File: src/rtl/fir_coeff_loader.sv
// Serial coefficient loader for the 10-tap FIR pulse filter: beats fill a shadow bank and are copied to the active bank only on a well-formed frame.
// Define FIR_COEFF_CHECKSUM_EN to append a modulo-2^COEF_W checksum beat to every frame.
module fir_coeff_loader #(
  parameter int NUM_TAPS = 10,
  parameter int COEF_W   = 16
) (
  input  logic                         clk_i,
  input  logic                         rst_n_i,
  input  logic                         cfg_valid_i,
  input  logic [COEF_W-1:0]            cfg_data_i,
  input  logic                         cfg_last_i,
  output logic                         cfg_ready_o,
  output logic [NUM_TAPS*COEF_W-1:0]   coeff_bus_o,
  output logic                         coeff_update_o,
  output logic                         load_err_o,
  output logic                         busy_o
);

`ifdef FIR_COEFF_CHECKSUM_EN
  localparam int FRAME_LEN = NUM_TAPS + 1;
`else
  localparam int FRAME_LEN = NUM_TAPS;
`endif
  localparam int                 IDX_W    = $clog2(FRAME_LEN + 1);
  localparam logic [IDX_W-1:0]   LAST_IDX = IDX_W'(FRAME_LEN - 1);
  localparam logic [IDX_W-1:0]   TAPS_IDX = IDX_W'(NUM_TAPS);

  typedef enum logic [1:0] {
    ST_IDLE   = 2'd0,
    ST_LOAD   = 2'd1,
    ST_DRAIN  = 2'd2,
    ST_COMMIT = 2'd3
  } state_t;

  state_t                       state_q, state_d;
  logic [IDX_W-1:0]             idx_q, idx_d;
  logic                         ready_q, busy_q, upd_q, err_q;
  logic [NUM_TAPS*COEF_W-1:0]   bank_q;
  logic [COEF_W-1:0]            shadow_q [NUM_TAPS];
  logic [NUM_TAPS*COEF_W-1:0]   shadow_flat_s;
  logic                         accept_s, err_s, shadow_we_s, csum_ok_s;
  logic [IDX_W-1:0]             wr_idx_s;

  assign accept_s    = cfg_valid_i && ready_q;
  assign shadow_we_s = accept_s && ((state_q == ST_IDLE) ||
                                    ((state_q == ST_LOAD) && (idx_q < TAPS_IDX)));
  assign wr_idx_s    = (state_q == ST_IDLE) ? '0 : idx_q;

`ifdef FIR_COEFF_CHECKSUM_EN
  logic [COEF_W-1:0] sum_q, sum_d;

  // Running sum of the coefficient beats; the checksum beat itself is excluded.
  always_comb begin
    sum_d = sum_q;
    if (accept_s && (state_q == ST_IDLE)) begin
      sum_d = cfg_data_i;
    end else if (shadow_we_s) begin
      sum_d = sum_q + cfg_data_i;
    end else begin
      sum_d = sum_q;
    end
  end

  always_ff @(posedge clk_i) begin
    if (!rst_n_i) begin
      sum_q <= '0;
    end else begin
      sum_q <= sum_d;
    end
  end

  assign csum_ok_s = (cfg_data_i == sum_q);
`else
  assign csum_ok_s = 1'b1;
`endif

  always_comb begin
    state_d = state_q;
    idx_d   = idx_q;
    err_s   = 1'b0;
    case (state_q)
      ST_IDLE: begin
        idx_d = '0;
        if (accept_s && cfg_last_i) begin
          err_s = 1'b1;
        end else if (accept_s) begin
          state_d = ST_LOAD;
          idx_d   = IDX_W'(1);
        end else begin
          state_d = ST_IDLE;
        end
      end
      ST_LOAD: begin
        if (accept_s && (idx_q == LAST_IDX)) begin
          idx_d = '0;
          if (!cfg_last_i) begin
            state_d = ST_DRAIN;
          end else if (csum_ok_s) begin
            state_d = ST_COMMIT;
          end else begin
            err_s   = 1'b1;
            state_d = ST_IDLE;
          end
        end else if (accept_s && cfg_last_i) begin
          err_s   = 1'b1;
          idx_d   = '0;
          state_d = ST_IDLE;
        end else if (accept_s) begin
          idx_d = idx_q + IDX_W'(1);
        end else begin
          idx_d = idx_q;
        end
      end
      ST_DRAIN: begin
        if (accept_s && cfg_last_i) begin
          err_s   = 1'b1;
          state_d = ST_IDLE;
        end else begin
          state_d = ST_DRAIN;
        end
      end
      ST_COMMIT: begin
        idx_d   = '0;
        state_d = ST_IDLE;
      end
      default: begin
        idx_d   = '0;
        state_d = ST_IDLE;
      end
    endcase
  end

  always_comb begin
    shadow_flat_s = '0;
    for (int k = 0; k < NUM_TAPS; k++) begin
      shadow_flat_s[k*COEF_W +: COEF_W] = shadow_q[k];
    end
  end

  // Shadow contents are don't-care after reset or an aborted frame, so no reset here.
  always_ff @(posedge clk_i) begin
    for (int k = 0; k < NUM_TAPS; k++) begin
      if (shadow_we_s && (wr_idx_s == IDX_W'(k))) begin
        shadow_q[k] <= cfg_data_i;
      end
    end
  end

  // Handshake/status flags are registered from the next state so they track state_q exactly.
  always_ff @(posedge clk_i) begin
    if (!rst_n_i) begin
      state_q <= ST_IDLE;
      idx_q   <= '0;
      ready_q <= 1'b1;
      busy_q  <= 1'b0;
      upd_q   <= 1'b0;
      err_q   <= 1'b0;
      bank_q  <= '0;
    end else begin
      state_q <= state_d;
      idx_q   <= idx_d;
      ready_q <= (state_d != ST_COMMIT);
      busy_q  <= (state_d != ST_IDLE);
      upd_q   <= (state_q == ST_COMMIT);
      err_q   <= err_s;
      if (state_q == ST_COMMIT) begin
        bank_q <= shadow_flat_s;
      end
    end
  end

  assign cfg_ready_o    = ready_q;
  assign busy_o         = busy_q;
  assign coeff_update_o = upd_q;
  assign load_err_o     = err_q;
  assign coeff_bus_o    = bank_q;

endmodule

File: config.mk
export PLATFORM = sky130hd
export DESIGN_NAME = fir_coeff_loader
export DESIGN_NICKNAME = d
export VERILOG_FILES = /design/src/rtl/fir_coeff_loader.sv
export SDC_FILE = /design/constraint.sdc
export NUM_CORES = 1
export LEC_CHECK = 0
export BUFFER_PORTS_ARGS = -buffer_cell sky130_fd_sc_hd__buf_2
export CAP_MARGIN = 20
export CORE_MARGIN = 4
export CORE_UTILIZATION = 30
export CTS_CLUSTER_DIAMETER = 100
export DETAILED_ROUTE_END_ITERATION = 8
export PLACE_DENSITY_LB_ADDON = 0.3
export SLEW_MARGIN = 20
export SYNTH_ARGS = -nofsm -noshare
export SYNTH_HDL_FRONTEND = slang
export SYNTH_SLANG_ARGS = --single-unit
File: constraint.sdc
create_clock -name clk_i -period 3.39 [get_ports clk_i]
set_clock_uncertainty 0.1 [all_clocks]
set_input_delay 0.1695 -clock clk_i [delete_from_list [all_inputs] [get_ports clk_i]]
set_output_delay 0.1695 -clock clk_i [all_outputs]
set_load 0.02 [all_outputs]
==> flow_summary.json <==
{
  "grt_max_degree": 161,
  "synthTopCellsByArea": "edfxtp_1 (47%), dfxtp_1 (33%), a22o_1 (14%)",
  "holdPathStages": 1,
  "crit_arrival_ps": 2620,
  "fin_crit_sh": 0.7456,
  "synth_edf_count": 160,
  "diodes": 0,
  "drc": 0,
  "cap_viol_max_count": 0,
  "path_class": "flip-flop to flip-flop",
  "worstMarginPinSlew_ps": 870.7,
  "routabilityCongestion": 0.7396,
  "hold_viol": 0,
  "grt_usage": 0.1367,
  "area_growth_pct": 26.73,
  "antenna_left": 0,
  "swShare": 0.1986,
  "die_height_microns": 193.0,
  "ys_seq_area_frac": 0.7991,
  "cts_tree": "yes",
  "overflow": 0,
  "end_kind": "flip-flop",
  "netlist_area_sq_um": 10270,
  "yosysTopAreaCell": "edfxtp_1",
  "initial_core_util": 0.3055,
  "synth.most_common_cell": "dfxtp_1",
  "timing.final.crit_period_ps": 2528,
  "port_buffers": 183,
  "clk_pin_slew_ps": 60,
  "ys.flop_type": "dfxtp_1",
  "first_pass_iters": 5,
  "path_depth": 5,
  "synth_common_cells": "dfxtp_1 (170), a22o_1 (160), edfxtp_1 (160), buf_2 (29), nor2_1 (12)",
  "netlist_instances": 598,
  "cp-start-kind": "flip-flop",
  "clock_latency_ps": 500,
  "vdd_ir_drop_max_mv": 0.3486,
  "post_cts_buffers": 0,
  "die_w_microns": 193.0,
  "synth_fp_nets": 620,
  "reg2regPathDepth": 5,
  "slowest_stage": "dfxtp_1",
  "cts_buffers": 36,
  "switching_power_w": 0.001621,
  "htree_levels": 2,
  "hold_path.class": "input pin to flip-flop",
  "grt_pass1_vias": 5813,
  "nets": 829,
  "cp_cell_sequence": "and2b_1 -> and3_1 -> nand2_1 -> nor4_2 -> buf_4",
  "fin_tns_setup_ps": 0,
  "p_int_w": 0.006542,
  "via_count": 5939,
  "core-area_sq_um": 33620,
  "p_comb_frac": 0.017,
  "slew_headroom": 0.4195,
  "synthDistinctLibCells": 38,
  "status": "finished clean",
  "grt_setup_unrepaired": "no",
  "p_leak_nw": 5.186,
  "root_buffer": "clkbuf_16",
  "routed_wirelength_microns": 26090,
  "die_area_sq_um": 37260,
  "crit_path_max_fanout": 14,
  "clk_path_buf_depth": 3,
  "drtIter0Drc": 335,
  "cts_resized": 0,
  "grt_pass1_wl_microns": 38070,
  "async_flop_share": 0,
  "fmax_ghz": 0.3956,
  "worstPathRequired_ps": 3480,
  "power_density_nw_per_um2": 627.2,
  "p_clk_frac": 0.469,
  "cp_top_family": "simple AND/OR/NAND/NOR gates",
  "crit_buf_inv": 1,
  "slowest_delay_ps": 610,
  "synth_area_per_cell_sq_um": 17.18,
  "via_per_inst": 4.640,
  "setup_violations": 0,
  "final_util": 0.3872,
  "pwr-share-seq": 0.514,
  "place_hpwl_microns": 15590,
  "ys_ff_latch": 330,
  "rows": 67,
  "maxSlewViolCount": 0,
  "drt-wirelength-per-cell_microns": 20.39,
  "ys_warn_count": 0,
  "layout-drive-gt1-share": 0.3185,
  "num_io_pins": 184,
  "numClockSinks": 330,
  "num-fill-cells": 3151,
  "antenna_found_initial": 1,
  "yosysTopAreaCellShare": 0.4678
}
registers in the layout, indices dropped and copies added (netlist names):
| name | cells |
|---|---|
| load_err_o | 1 |
| coeff_update_o | 1 |
| cfg_ready_o | 1 |
| state_q | 2 |
| shadow_q | 160 |
| idx_q | 4 |
| busy_o | 1 |
| coeff_bus_o | 160 |
worst reg2reg max path, cell delays in order (launching register included):
cell	delay, ps
dfxtp_1	610
and2b_1	300
and3_1	240
nand2_1	150
nor4_2	480
buf_4	330
power by group through the flow:
stage	registers [W]	clock network, W	logic, W
finish	0.00420	0.00383	0.000140
floorplan	0.00428	0	0.0000474
detailed placement	0.00428	0	0.000134
global placement	0.00428	0	0.000133
CTS	0.00420	0.00395	0.000142
global route	0.00420	0.00412	0.000153
placed cells by master, fill, tap and decap left out, types with 2 or more instances in the layout:
master / instances
a21oi_1: 3
a22o_1: 160
and3_1: 4
buf_12: 2
buf_2: 183
buf_4: 12
bufinv_16: 3
clkbuf_1: 8
clkbuf_16: 38
clkbuf_8: 2
clkinv_2: 7
clkinvlp_4: 3
dfxtp_1: 170
dlygate4sd3_1: 14
edfxtp_1: 160
ha_1: 2
inv_1: 3
nand2_1: 5
nand2b_1: 2
nand3_1: 2
nor2_1: 9
nor2_2: 4
nor2b_1: 2
nor4_2: 2
o211ai_1: 2
o21ai_0: 5
o32ai_1: 2
area by class of cell:
cell class / instances / area (sq um) / area share
clock buffer: 48 / 1008 / 0.07748
clock inverter: 15 / 160.2 / 0.01230
sequential: 330 / 8208 / 0.6306
tap: 448 / 560.5 / 0.04306
inverter: 3 / 11.26 / 0.0008651
multi-input combinational: 225 / 1882 / 0.1446
timing repair buffer: 211 / 1186 / 0.09113
routing by layer:
metal	up-vias	wire length (microns)	GRT usage
met2	176	12290	0.2215
met1	2968	11610	0.1837
met5	-	0	0
li1	2766	-	-
met4	0	447	0.03241
met3	29	1742	0.03781
per-stage QoR:
stage | area (sq um) | setup WS (ps) | hold WS [ps] | instances | power [W]
final | 13020 | 862.4 | 5.540 | 1280 | 0.008163
after global routing | 13020 | 689.7 | 0.9479 | 1280 | 0.008470
after CTS | 12980 | 850.7 | 0.8682 | 1276 | 0.008286
after detailed placement | 11710 | 860.1 | 321.2 | 1203 | 0.004417
after global placement | 11710 | 969.5 | 336.7 | 1203 | 0.004416
after floorplan | 10270 | 257.0 | 143.4 | 598 | 0.004330
logic make-up (layout without fill, tap and decap cells):
family,Yosys count,count (layout),synth area share
fa+ha+maj,2,2,0.002436
buf+inv,43,277,0.02254
simple gates,44,44,0.02595
compound gates,177,177,0.1483
xor+xnor,2,2,0.001706
flops,330,330,0.7991
path summary, 6_finish.rpt:
kind,to,slack [ps],from
worst max-delay path,shadow_q[3][7]$_DFFE_PP_,860,state_q[0]$_SDFF_PN0_
worst min-delay path,shadow_q[5][10]$_DFFE_PP_,6,cfg_data_i[10]
worst max register to register,shadow_q[3][7]$_DFFE_PP_,860,state_q[0]$_SDFF_PN0_
worst min register to register,coeff_bus_o[136]$_SDFFE_PN0P_,350,shadow_q[8][8]$_DFFE_PP_
repair_timing:
action / in CTS / in global routing
hold endpoints to repair: 60 / 18
setup endpoints to repair: 0 / 0
hold buffers: 10 / 4
Note: power is estimated with default switching activity, not from simulation.
